==> src/rtl/seven_segment_scan_driver_if.sv <==
// ---------------------------------------------------------------------------
// seven_segment_scan_driver_if : control / display bus of the digit scanner
// Rev 1.0
// ---------------------------------------------------------------------------
`default_nettype none

interface seven_segment_scan_driver_if #(
  parameter int DIGITS = 4
);
  logic                  enable;
  logic                  load;
  logic [4*DIGITS-1:0]   digits_in;
  logic [DIGITS-1:0]     blank_mask;
  logic                  lz_en;
  logic [3:0]            nibble_out;
  logic [DIGITS-1:0]     digit_sel;
  logic                  blank;
  logic                  frame_done;

  modport master (
    output enable, load, digits_in, blank_mask, lz_en,
    input  nibble_out, digit_sel, blank, frame_done
  );

  modport slave (
    input  enable, load, digits_in, blank_mask, lz_en,
    output nibble_out, digit_sel, blank, frame_done
  );
endinterface

`default_nettype wire

==> src/rtl/seven_segment_scan_driver.sv <==
// ---------------------------------------------------------------------------
// seven_segment_scan_driver : multiplexed seven-segment digit scanner
// Rev 1.0
// ---------------------------------------------------------------------------
`default_nettype none

module seven_segment_scan_driver #(
  parameter int DIGITS         = 4,
  parameter int SCAN_DIV       = 50000,
  parameter bit SEL_ACTIVE_LOW = 1'b1
) (
  input  logic                          clk,
  input  logic                          rst_n,
  seven_segment_scan_driver_if.slave    bus
);

  localparam int                CNT_W      = $clog2(SCAN_DIV);
  localparam int                IDX_W      = $clog2(DIGITS);
  localparam logic [CNT_W-1:0]  C_CNT_LAST = CNT_W'(SCAN_DIV - 1);
  localparam logic [IDX_W-1:0]  C_IDX_LAST = IDX_W'(DIGITS - 1);
  localparam logic [DIGITS-1:0] C_SEL_OFF  = {DIGITS{SEL_ACTIVE_LOW}};

  logic [CNT_W-1:0]    r_cnt;
  logic [IDX_W-1:0]    r_idx;
  logic                r_en;
  logic [4*DIGITS-1:0] r_disp;
  logic [4*DIGITS-1:0] r_pend;
  logic                r_pend_v;
  logic                r_frame_done;

  logic                w_cnt_last;
  logic                w_boundary;
  logic [3:0]          w_nib [DIGITS];
  logic [DIGITS-1:0]   w_hi_zero;
  logic [DIGITS-1:0]   w_suppress;
  logic [DIGITS-1:0]   w_onehot;
  logic                w_dark;

  assign w_cnt_last = (r_cnt == C_CNT_LAST);
  assign w_boundary = bus.enable & w_cnt_last & (r_idx == C_IDX_LAST);

  always_ff @(posedge clk) begin
    if (!rst_n) begin
      r_cnt        <= '0;
      r_idx        <= '0;
      r_en         <= 1'b0;
      r_disp       <= '0;
      r_pend       <= '0;
      r_pend_v     <= 1'b0;
      r_frame_done <= 1'b0;
    end else begin
      r_en <= bus.enable;

      if (!bus.enable) begin
        r_cnt        <= '0;
        r_idx        <= '0;
        r_frame_done <= 1'b0;
      end else begin
        r_frame_done <= w_boundary;
        if (w_cnt_last) begin
          r_cnt <= '0;
          r_idx <= (r_idx == C_IDX_LAST) ? '0 : r_idx + IDX_W'(1);
        end else begin
          r_cnt <= r_cnt + CNT_W'(1);
        end
      end

      // The display value only moves at a frame wrap, so a frame is never torn.
      if (w_boundary) begin
        if (bus.load) begin
          r_disp <= bus.digits_in;
        end else if (r_pend_v) begin
          r_disp <= r_pend;
        end
        r_pend_v <= 1'b0;
      end else if (bus.load) begin
        r_pend   <= bus.digits_in;
        r_pend_v <= 1'b1;
      end
    end
  end

  for (genvar k = 0; k < DIGITS; k++) begin : g_nib
    assign w_nib[k] = r_disp[4*k +: 4];
  end

  // w_hi_zero[k]: every nibble from the top digit down to k is zero.
  always_comb begin
    w_hi_zero             = '0;
    w_hi_zero[DIGITS-1]   = (w_nib[DIGITS-1] == 4'h0);
    for (int k = DIGITS - 2; k >= 0; k--) begin
      w_hi_zero[k] = w_hi_zero[k+1] & (w_nib[k] == 4'h0);
    end
    w_suppress    = w_hi_zero & {DIGITS{bus.lz_en}};
    w_suppress[0] = 1'b0;
  end

  assign w_onehot = DIGITS'(1) << r_idx;
  assign w_dark   = ~r_en | bus.blank_mask[r_idx] | w_suppress[r_idx];

  always_comb begin
    bus.nibble_out = 4'h0;
    bus.digit_sel  = C_SEL_OFF;
    bus.blank      = 1'b1;
    if (!w_dark) begin
      bus.nibble_out = w_nib[r_idx];
      bus.digit_sel  = SEL_ACTIVE_LOW ? ~w_onehot : w_onehot;
      bus.blank      = 1'b0;
    end
  end

  assign bus.frame_done = r_frame_done;

endmodule

`default_nettype wire

==> src/flat_wrapper.sv <==
// flat-port wrapper written by rule: the top's interface ports become plain ports
module seven_segment_scan_driver_flat 
#(
  parameter int DIGITS         = 4,
  parameter int SCAN_DIV       = 50000,
  parameter bit SEL_ACTIVE_LOW = 1'b1
)
  (clk, rst_n, bus_enable, bus_load, bus_digits_in, bus_blank_mask, bus_lz_en, bus_nibble_out, bus_digit_sel, bus_blank, bus_frame_done);
  seven_segment_scan_driver_if #(.DIGITS(DIGITS)) bus_i ();
  input  logic clk;
  input  logic rst_n;
  input wire logic [$bits(bus_i.enable)-1:0] bus_enable;
  input wire logic [$bits(bus_i.load)-1:0] bus_load;
  input wire logic [$bits(bus_i.digits_in)-1:0] bus_digits_in;
  input wire logic [$bits(bus_i.blank_mask)-1:0] bus_blank_mask;
  input wire logic [$bits(bus_i.lz_en)-1:0] bus_lz_en;
  output wire logic [$bits(bus_i.nibble_out)-1:0] bus_nibble_out;
  output wire logic [$bits(bus_i.digit_sel)-1:0] bus_digit_sel;
  output wire logic [$bits(bus_i.blank)-1:0] bus_blank;
  output wire logic [$bits(bus_i.frame_done)-1:0] bus_frame_done;
  assign bus_i.enable = bus_enable;
  assign bus_i.load = bus_load;
  assign bus_i.digits_in = bus_digits_in;
  assign bus_i.blank_mask = bus_blank_mask;
  assign bus_i.lz_en = bus_lz_en;
  assign bus_nibble_out = bus_i.nibble_out;
  assign bus_digit_sel = bus_i.digit_sel;
  assign bus_blank = bus_i.blank;
  assign bus_frame_done = bus_i.frame_done;
  seven_segment_scan_driver #(.DIGITS(DIGITS), .SCAN_DIV(SCAN_DIV), .SEL_ACTIVE_LOW(SEL_ACTIVE_LOW)) u_core (.clk(clk), .rst_n(rst_n), .bus(bus_i));
endmodule
==> config.mk <==
export PLATFORM = sky130hd
export DESIGN_NAME = seven_segment_scan_driver_flat
export DESIGN_NICKNAME = d
export VERILOG_FILES = /design/src/rtl/seven_segment_scan_driver_if.sv /design/src/rtl/seven_segment_scan_driver.sv /design/src/flat_wrapper.sv
export SDC_FILE = /design/constraint.sdc
export NUM_CORES = 1
export LEC_CHECK = 0
export CORE_AREA = 2 2 77 79
export CTS_BUF_LIST = sky130_fd_sc_hd__clkbuf_16
export CTS_CLUSTER_DIAMETER = 80
export CTS_CLUSTER_SIZE = 16
export DETAILED_ROUTE_END_ITERATION = 7
export DIE_AREA = 0 0 79 81
export PLACE_DENSITY = 0.79
export SETUP_SLACK_MARGIN = 0.2
export SKIP_CTS_REPAIR_TIMING = 1
export SLEW_MARGIN = 20
export SYNTH_ARGS = -nofsm -noshare
export SYNTH_HDL_FRONTEND = slang
export SYNTH_SLANG_ARGS = --single-unit
==> constraint.sdc <==
create_clock -name clk -period 4.1 [get_ports clk]
set_clock_uncertainty 0.15 [all_clocks]
set_input_delay 0.82 -clock clk [delete_from_list [all_inputs] [get_ports clk]]
set_output_delay 0.82 -clock clk [all_outputs]
set_load 0.02 [all_outputs]
==> qor.yml, run 1 <==
timing:
  worst_slew_margin_rel_pct: 41.5
  maxClockFrequency_mhz: 276
  finalHoldViolations: 0
  layout_worst_path_cycle_share_pct: 88.2
  tns_ns: 0
  final-max-slew-violation-count: 0
  setup-violations-final: 0
  period_needed_ns: 3.62
  timing_worst_slew_pin_value_ns: 0.873
  grt_setup_unrepaired: "no"
global_route:
  first_global_vias: 2393
  antenna_violations_before_repair: 0
  largest_net_degree_at_the_start_of_global_routing: 57
  grt_pass1_wl_um: 10800
  global_route.overflow_total: 0
  grt_util_all_layers_pct: 21.0
setup_path:
  setup.reg_to_reg.worst_slack_ns: 1.62
  required_ns: 3.13
  worstPathMaxFanout: 9
  worstSetupPathType: "in2out"
  critPathArrivalTime_ns: 2.65
  startpoint_type: "input port"
  critical_path.endpoint_type: "output port"
clock_network:
  cts.path.max_buffers: 2
  cts_inserted_buffers: 5
  tritoncts_clock_tree: "yes"
  cts.reportedPaths.clkPinSlew_ns: 0.07
  cts.sink_count: 53
  cts_root_buffer: "sky130_fd_sc_hd__clkbuf_16"
  insertion_delay_ns: 0.29
  cts.htree.levels: 2
floorplan:
  die-area_um2: 6400
  initial_core_util_pct: 52.0
  die_width_um: 79
  num_io_pins: 35
  core-area_um2: 5680
  fp-row-count: 28
  die_h_um: 81
placed_design:
  port-buffer-count: 34
  gp_congestion: 0.813
  placedCellCount: 419
  detailed_place_hpwl_um: 4320
  placedInstanceArea_um2: 3260
power_and_ir_drop:
  power_mw: 1.13
  peakVddDrop_uv: 280
  p_per_area_nw_per_um2: 329
  total_leakage_power_nw: 1.26
final_layout:
  area_delta_synth_final_pct: 16.1
  final_nets: 381
  post_route_cell_area_um2: 3420
  drive_above_1_share_pct: 10.8
  antenna_cells_inserted: 0
  fin_util_pct: 60.3
  stdcell_count: 427
  nFillCells: 517
logic_synthesis:
  synthesis.instances: 334
  synth-seq-area-share_pct: 36.0
  yosys_register_bits: 53
  synth-xor-area-share_pct: 4.16
  synth_cell_types: 35
  synth_compound_gate_area_share_pct: 13.7
  syn_nets: 364
  postSynthAreaPerCell_um2: 8.83
  yosysWarnings: 0
  synth.cell_area_um2: 2950
  yosys-mux-area-fraction_pct: 10.6
  synth_top_family_by_area: "simple AND/OR/NAND/NOR gates"
  adder_and_majority_gate_portion_of_the_synthesized_area_pct: 2.12
  yosys.area_share.simple_pct: 27.5
detailed_routing:
  num_vias: 2524
  detail_route.vias_per_cell: 5.91
  drt.antenna.violating_nets: 0
  routed_wirelength_um: 6470
  routed_wire_length_per_instance_um: 15.2
  drc: 0
  dr.first_iter.drc_count: 166
  detailedRoute.firstPassIterationCount: 4
run:
  drv_cap: 0
outcome:
  run_status: "finished, final reports clean"
min_path:
  worstHoldPathType: "reg2reg"
-- registers in the layout (all words and copies together), names as in the netlist --
name	flops
u_core.bus.frame_done	1
u_core.r_cnt	16
u_core.r_disp	16
u_core.r_en	1
u_core.r_idx	2
u_core.r_pend	16
u_core.r_pend_v	1
-- cells in the final DEF, fill, tap and decap left out, types with 2 or more instances in the layout --
cell	synthesis	routed
sky130_fd_sc_hd__a211o_1	16	16
sky130_fd_sc_hd__nor4_1	6	6
sky130_fd_sc_hd__and2_1	4	4
sky130_fd_sc_hd__dfxtp_1	53	53
sky130_fd_sc_hd__clkdlybuf4s50_1	0	33
sky130_fd_sc_hd__nand4_1	20	20
sky130_fd_sc_hd__nor4b_4	2	2
sky130_fd_sc_hd__buf_4	3	3
sky130_fd_sc_hd__xor2_1	2	2
sky130_fd_sc_hd__ha_1	5	5
sky130_fd_sc_hd__clkbuf_16	0	5
sky130_fd_sc_hd__a21oi_1	3	3
sky130_fd_sc_hd__inv_1	9	9
sky130_fd_sc_hd__nand3_1	7	7
sky130_fd_sc_hd__o21ai_0	15	15
sky130_fd_sc_hd__and3_1	19	19
sky130_fd_sc_hd__nor3_1	22	22
sky130_fd_sc_hd__a32o_1	16	16
sky130_fd_sc_hd__mux4_2	4	4
sky130_fd_sc_hd__nand2_1	43	43
sky130_fd_sc_hd__mux2_2	17	17
sky130_fd_sc_hd__xnor2_1	12	12
sky130_fd_sc_hd__nor2_1	21	21
sky130_fd_sc_hd__mux2i_1	3	3
-- final timing paths --
check | cells after the start | from | to
setup reg to reg | 4 | u_core.r_cnt[5] | u_core.r_disp[15]
setup / recovery | 6 | bus_blank_mask[2] | bus_nibble_out[2]
hold reg to reg | 2 | u_core.r_disp[1] | u_core.r_disp[1]
hold / removal | 2 | u_core.r_disp[1] | u_core.r_disp[1]
-- where the power goes --
group / switching [mW] / internal (mW)
Combinational: 0.0491 / 0.0622
Sequential: 0.0121 / 0.532
Clock: 0.184 / 0.286
Total: 0.246 / 0.880
-- stage by stage --
| stage | hold slack, ns | setup WS, ns |
|---|---|---|
| 2_1_floorplan | 0.280 | 1.54 |
| 3_3_place_gp | 0.298 | 0.543 |
| 3_5_place_dp | 0.304 | 0.481 |
| 4_1_cts | 0.317 | 0.481 |
| 5_1_grt | 0.350 | 0.362 |
| 6_report | 0.313 | 0.483 |
-- metal layers --
layer  track usage, %  vias to the layer above  share of wire, %
met2             37.7                       35                52
met4             8.62                        0               2.6
li1                 -                     1259                 -
met5                0                        -                 0
met3             3.67                       14               2.4
met1             24.9                     1216                43
-- worst max-delay path: stages --
cell and delay, ns:
sky130_fd_sc_hd__clkdlybuf4s50_1 0.41, sky130_fd_sc_hd__mux2i_1 0.14, sky130_fd_sc_hd__mux2_2 0.16, sky130_fd_sc_hd__o311a_1 0.33, sky130_fd_sc_hd__and2_1 0.19, sky130_fd_sc_hd__clkdlybuf4s50_1 0.60
-- cells by family after synthesis --
logic type      after synthesis
compound gates               52
xor+xnor                     14
fa+ha+maj                     5
buf+inv                      36
flops                        53
mux                          24
simple gates                150
-- final cells by class --
type | instances | area, µm² | share of cell area (%)
multi-input combinational | 245 | 1710 | 50.0
sequential | 53 | 1060 | 31.0
timing repair buffer | 37 | 358 | 10.4
clock buffer | 5 | 125 | 3.65
tap | 75 | 93.8 | 2.74
clock inverter | 3 | 41.3 | 1.21
inverter | 9 | 33.8 | 0.986
-- synthesized netlist by cell type --
master                     instances  area [µm²]
sky130_fd_sc_hd__o311a_1           1        10.0
sky130_fd_sc_hd__nor3_4            1        16.3
sky130_fd_sc_hd__nor4b_4           2        47.6
sky130_fd_sc_hd__nand3_1           7        35.0
sky130_fd_sc_hd__xnor2_1          12         105
sky130_fd_sc_hd__and3_1           19         119
sky130_fd_sc_hd__nor4_1            6        37.5
sky130_fd_sc_hd__buf_2            11        55.1
sky130_fd_sc_hd__o21ai_0          15        75.1
sky130_fd_sc_hd__nand3_2           1        10.0
sky130_fd_sc_hd__and2_1            4        25.0
sky130_fd_sc_hd__a32o_1           16         160
sky130_fd_sc_hd__ha_1              5        62.6
sky130_fd_sc_hd__or3_1             1        6.26
sky130_fd_sc_hd__buf_6             2        22.5
sky130_fd_sc_hd__a21oi_1           3        15.0
sky130_fd_sc_hd__nand4_1          20         125
sky130_fd_sc_hd__nor2_1           21        78.8
sky130_fd_sc_hd__buf_1             2        7.51
sky130_fd_sc_hd__xor2_1            2        17.5
sky130_fd_sc_hd__nor3_2            1        10.0
sky130_fd_sc_hd__nand2_1          43         161
sky130_fd_sc_hd__buf_4             3        22.5
sky130_fd_sc_hd__dfxtp_1          53        1060
sky130_fd_sc_hd__mux4_2            4        90.1
sky130_fd_sc_hd__mux2i_1           3        30.0
sky130_fd_sc_hd__and4b_1           1        10.0
sky130_fd_sc_hd__clkbuf_2          1        5.00
sky130_fd_sc_hd__o21ai_1           1        5.00
sky130_fd_sc_hd__mux2_2           17         191
sky130_fd_sc_hd__nor3_1           22         110
sky130_fd_sc_hd__a211o_1          16         140
sky130_fd_sc_hd__inv_1             9        33.8
sky130_fd_sc_hd__nand3_4           1        17.5
sky130_fd_sc_hd__clkbuf_1          8        30.0
(Power assumes the default switching activity.)
==> run 2: changes to the inputs <==
--- a/config.mk
+++ b/config.mk
@@ -11,7 +11,7 @@
 export CTS_CLUSTER_SIZE = 16
 export DETAILED_ROUTE_END_ITERATION = 7
 export DIE_AREA = 0 0 79 81
-export PLACE_DENSITY = 0.79
+export PLACE_DENSITY = 0.76
 export SETUP_SLACK_MARGIN = 0.2
 export SKIP_CTS_REPAIR_TIMING = 1
 export SLEW_MARGIN = 20
==> run 2 against run 1 <==
Fmax increased by 1.4%. Power decreased by 6.1%. Largest cell class unchanged. Wire length decreased by 3.7%. Clock power decreased by 14%. Sequential share of layout area increased by 0.31 points. Via count decreased by 0.32%. Critical path depth unchanged. Utilization decreased by 0.60 points. Register-to-register slack improved by 0.04 ns. Critical path type unchanged. Combinational power about the same. Critical endpoint is now bus_nibble_out[3]. Cell area decreased by 0.99%. First-iteration DRC count decreased by 28%.
==> qor.yml, run 2 (synthesis gave the netlist of run 1 again) <==
power_and_ir_drop:
  p_per_area_nw_per_um2: 312
  peakVddDrop_uv: 235
  total_leakage_power_nw: 1.25
  power_mw: 1.06
floorplan:
  fp-row-count: 28
  die_width_um: 79
  core-area_um2: 5680
  die-area_um2: 6400
  die_h_um: 81
  initial_core_util_pct: 52.0
  num_io_pins: 35
timing:
  grt_setup_unrepaired: "no"
  maxClockFrequency_mhz: 280
  timing_worst_slew_pin_value_ns: 0.871
  finalHoldViolations: 0
  worst_slew_margin_rel_pct: 41.6
  tns_ns: 0
  layout_worst_path_cycle_share_pct: 87.0
  setup-violations-final: 0
  period_needed_ns: 3.57
  final-max-slew-violation-count: 0
setup_path:
  critPathArrivalTime_ns: 2.60
  critical_path.endpoint_type: "output port"
  startpoint_type: "input port"
  worstPathMaxFanout: 9
  required_ns: 3.13
  slowest_cell_on_the_critical_path: "sky130_fd_sc_hd__clkdlybuf4s50_1"
  timing.critical_path.slowest_cell_delay_ns: 0.60
  critical-path-top-cell-by-count: "sky130_fd_sc_hd__clkdlybuf4s50_1"
  worstSetupPathType: "in2out"
  path_delay_family: "buffers and inverters"
  worst-path-buf-inv: 2
  crit_path_cell_trace: "clkdlybuf4s50_1 -> mux2i_1 -> mux2_2 -> o311a_1 -> and2_1 -> clkdlybuf4s50_1"
clock_network:
  cts.htree.levels: 2
  cts_inserted_buffers: 5
  cts_root_buffer: "sky130_fd_sc_hd__clkbuf_16"
  insertion_delay_ns: 0.29
  cts.reportedPaths.clkPinSlew_ns: 0.06
  cts.path.max_buffers: 2
  tritoncts_clock_tree: "yes"
  cts.sink_count: 53
final_layout:
  final_nets: 380
  most_common_library_cell_in_the_layout_ignoring_fill_and_taps: "sky130_fd_sc_hd__dfxtp_1"
  commonest_cells_after_routing_fill_and_taps_aside: "sky130_fd_sc_hd__dfxtp_1 (53), sky130_fd_sc_hd__nand2_1 (43), sky130_fd_sc_hd__clkdlybuf4s50_1 (33), sky130_fd_sc_hd__nor3_1 (22), sky130_fd_sc_hd__nor2_1 (21)"
  post_route_cell_area_um2: 3390
  antenna_cells_inserted: 0
  area_delta_synth_final_pct: 15.0
  drive_above_1_share_pct: 10.3
  stdcell_count: 426
  registers_with_the_most_flip_flops: "u_core.r_cnt x16, u_core.r_disp x16, u_core.r_pend x16"
placed_design:
  port-buffer-count: 34
  gp_congestion: 0.822
  placedCellCount: 418
  detailed_place_hpwl_um: 4240
  placedInstanceArea_um2: 3250
detailed_routing:
  num_vias: 2516
  detailedRoute.firstPassIterationCount: 4
  routed_wire_length_per_instance_um: 14.6
  drt.antenna.violating_nets: 0
  drc: 0
  dr.first_iter.drc_count: 119
  routed_wirelength_um: 6230
  detail_route.vias_per_cell: 5.91
global_route:
  first_global_vias: 2265
  largest_net_degree_at_the_start_of_global_routing: 51
  grt_util_all_layers_pct: 20.6
  grt_pass1_wl_um: 10400
  global_route.overflow_total: 0
  antenna_violations_before_repair: 0
outcome:
  run_status: "finished, final reports clean"
min_path:
  worstHoldPathType: "reg2reg"
run:
  drv_cap: 0
run 2: worst paths after layout:
check	from	end	slack (ns)	cells past startpoint
min reg2reg	u_core.r_disp[2]	u_core.r_disp[2]	0.31	2
max	bus_blank_mask[2]	bus_nibble_out[3]	0.53	6
max reg2reg	u_core.r_cnt[5]	u_core.r_disp[4]	1.66	4
min	u_core.r_disp[2]	u_core.r_disp[2]	0.31	2
run 2: where the power goes:
group          switching [mW]  internal, mW  total (mW)
combinational          0.0495        0.0617       0.111
sequential             0.0116         0.532       0.544
clock                   0.181         0.222       0.403
total                   0.242         0.816        1.06
run 2: stage by stage:
step                hold WS (ns)  util (%)  setup slack, ns
floorplan                  0.280         -             1.54
global placement           0.298      57.3            0.587
detailed placement         0.306      57.3            0.529
CTS                        0.315      59.7            0.523
global route               0.329      59.7            0.414
finish                     0.313      59.7            0.532
run 2: final cells by class:
cell class / instances / area (µm²)
multi-input cells: 245 / 1710
inverters: 9 / 33.8
well taps: 75 / 93.8
flip-flops and latches: 53 / 1060
fillers: 517 / 2280
clock inverters: 3 / 15.0
repair buffers: 36 / 350
clock buffers: 5 / 125
run 2: per-layer routing:
layer / up-vias / GRT usage (%) / part of all wire, %
li1: 1258 / - / -
met1: 1208 / 24.4 / 43
met2: 39 / 37.3 / 52
met3: 11 / 4.67 / 2.8
met4: 0 / 6.38 / 2.1
met5: - / 0 / 0
run 2: worst register-to-register path, cell delays in order, from the launching register on:
cell and delay [ns]:
sky130_fd_sc_hd__dfxtp_1 0.37, sky130_fd_sc_hd__nor4b_4 0.38, sky130_fd_sc_hd__nand3_2 0.57, sky130_fd_sc_hd__nor3_4 0.65, sky130_fd_sc_hd__o21ai_0 0.17
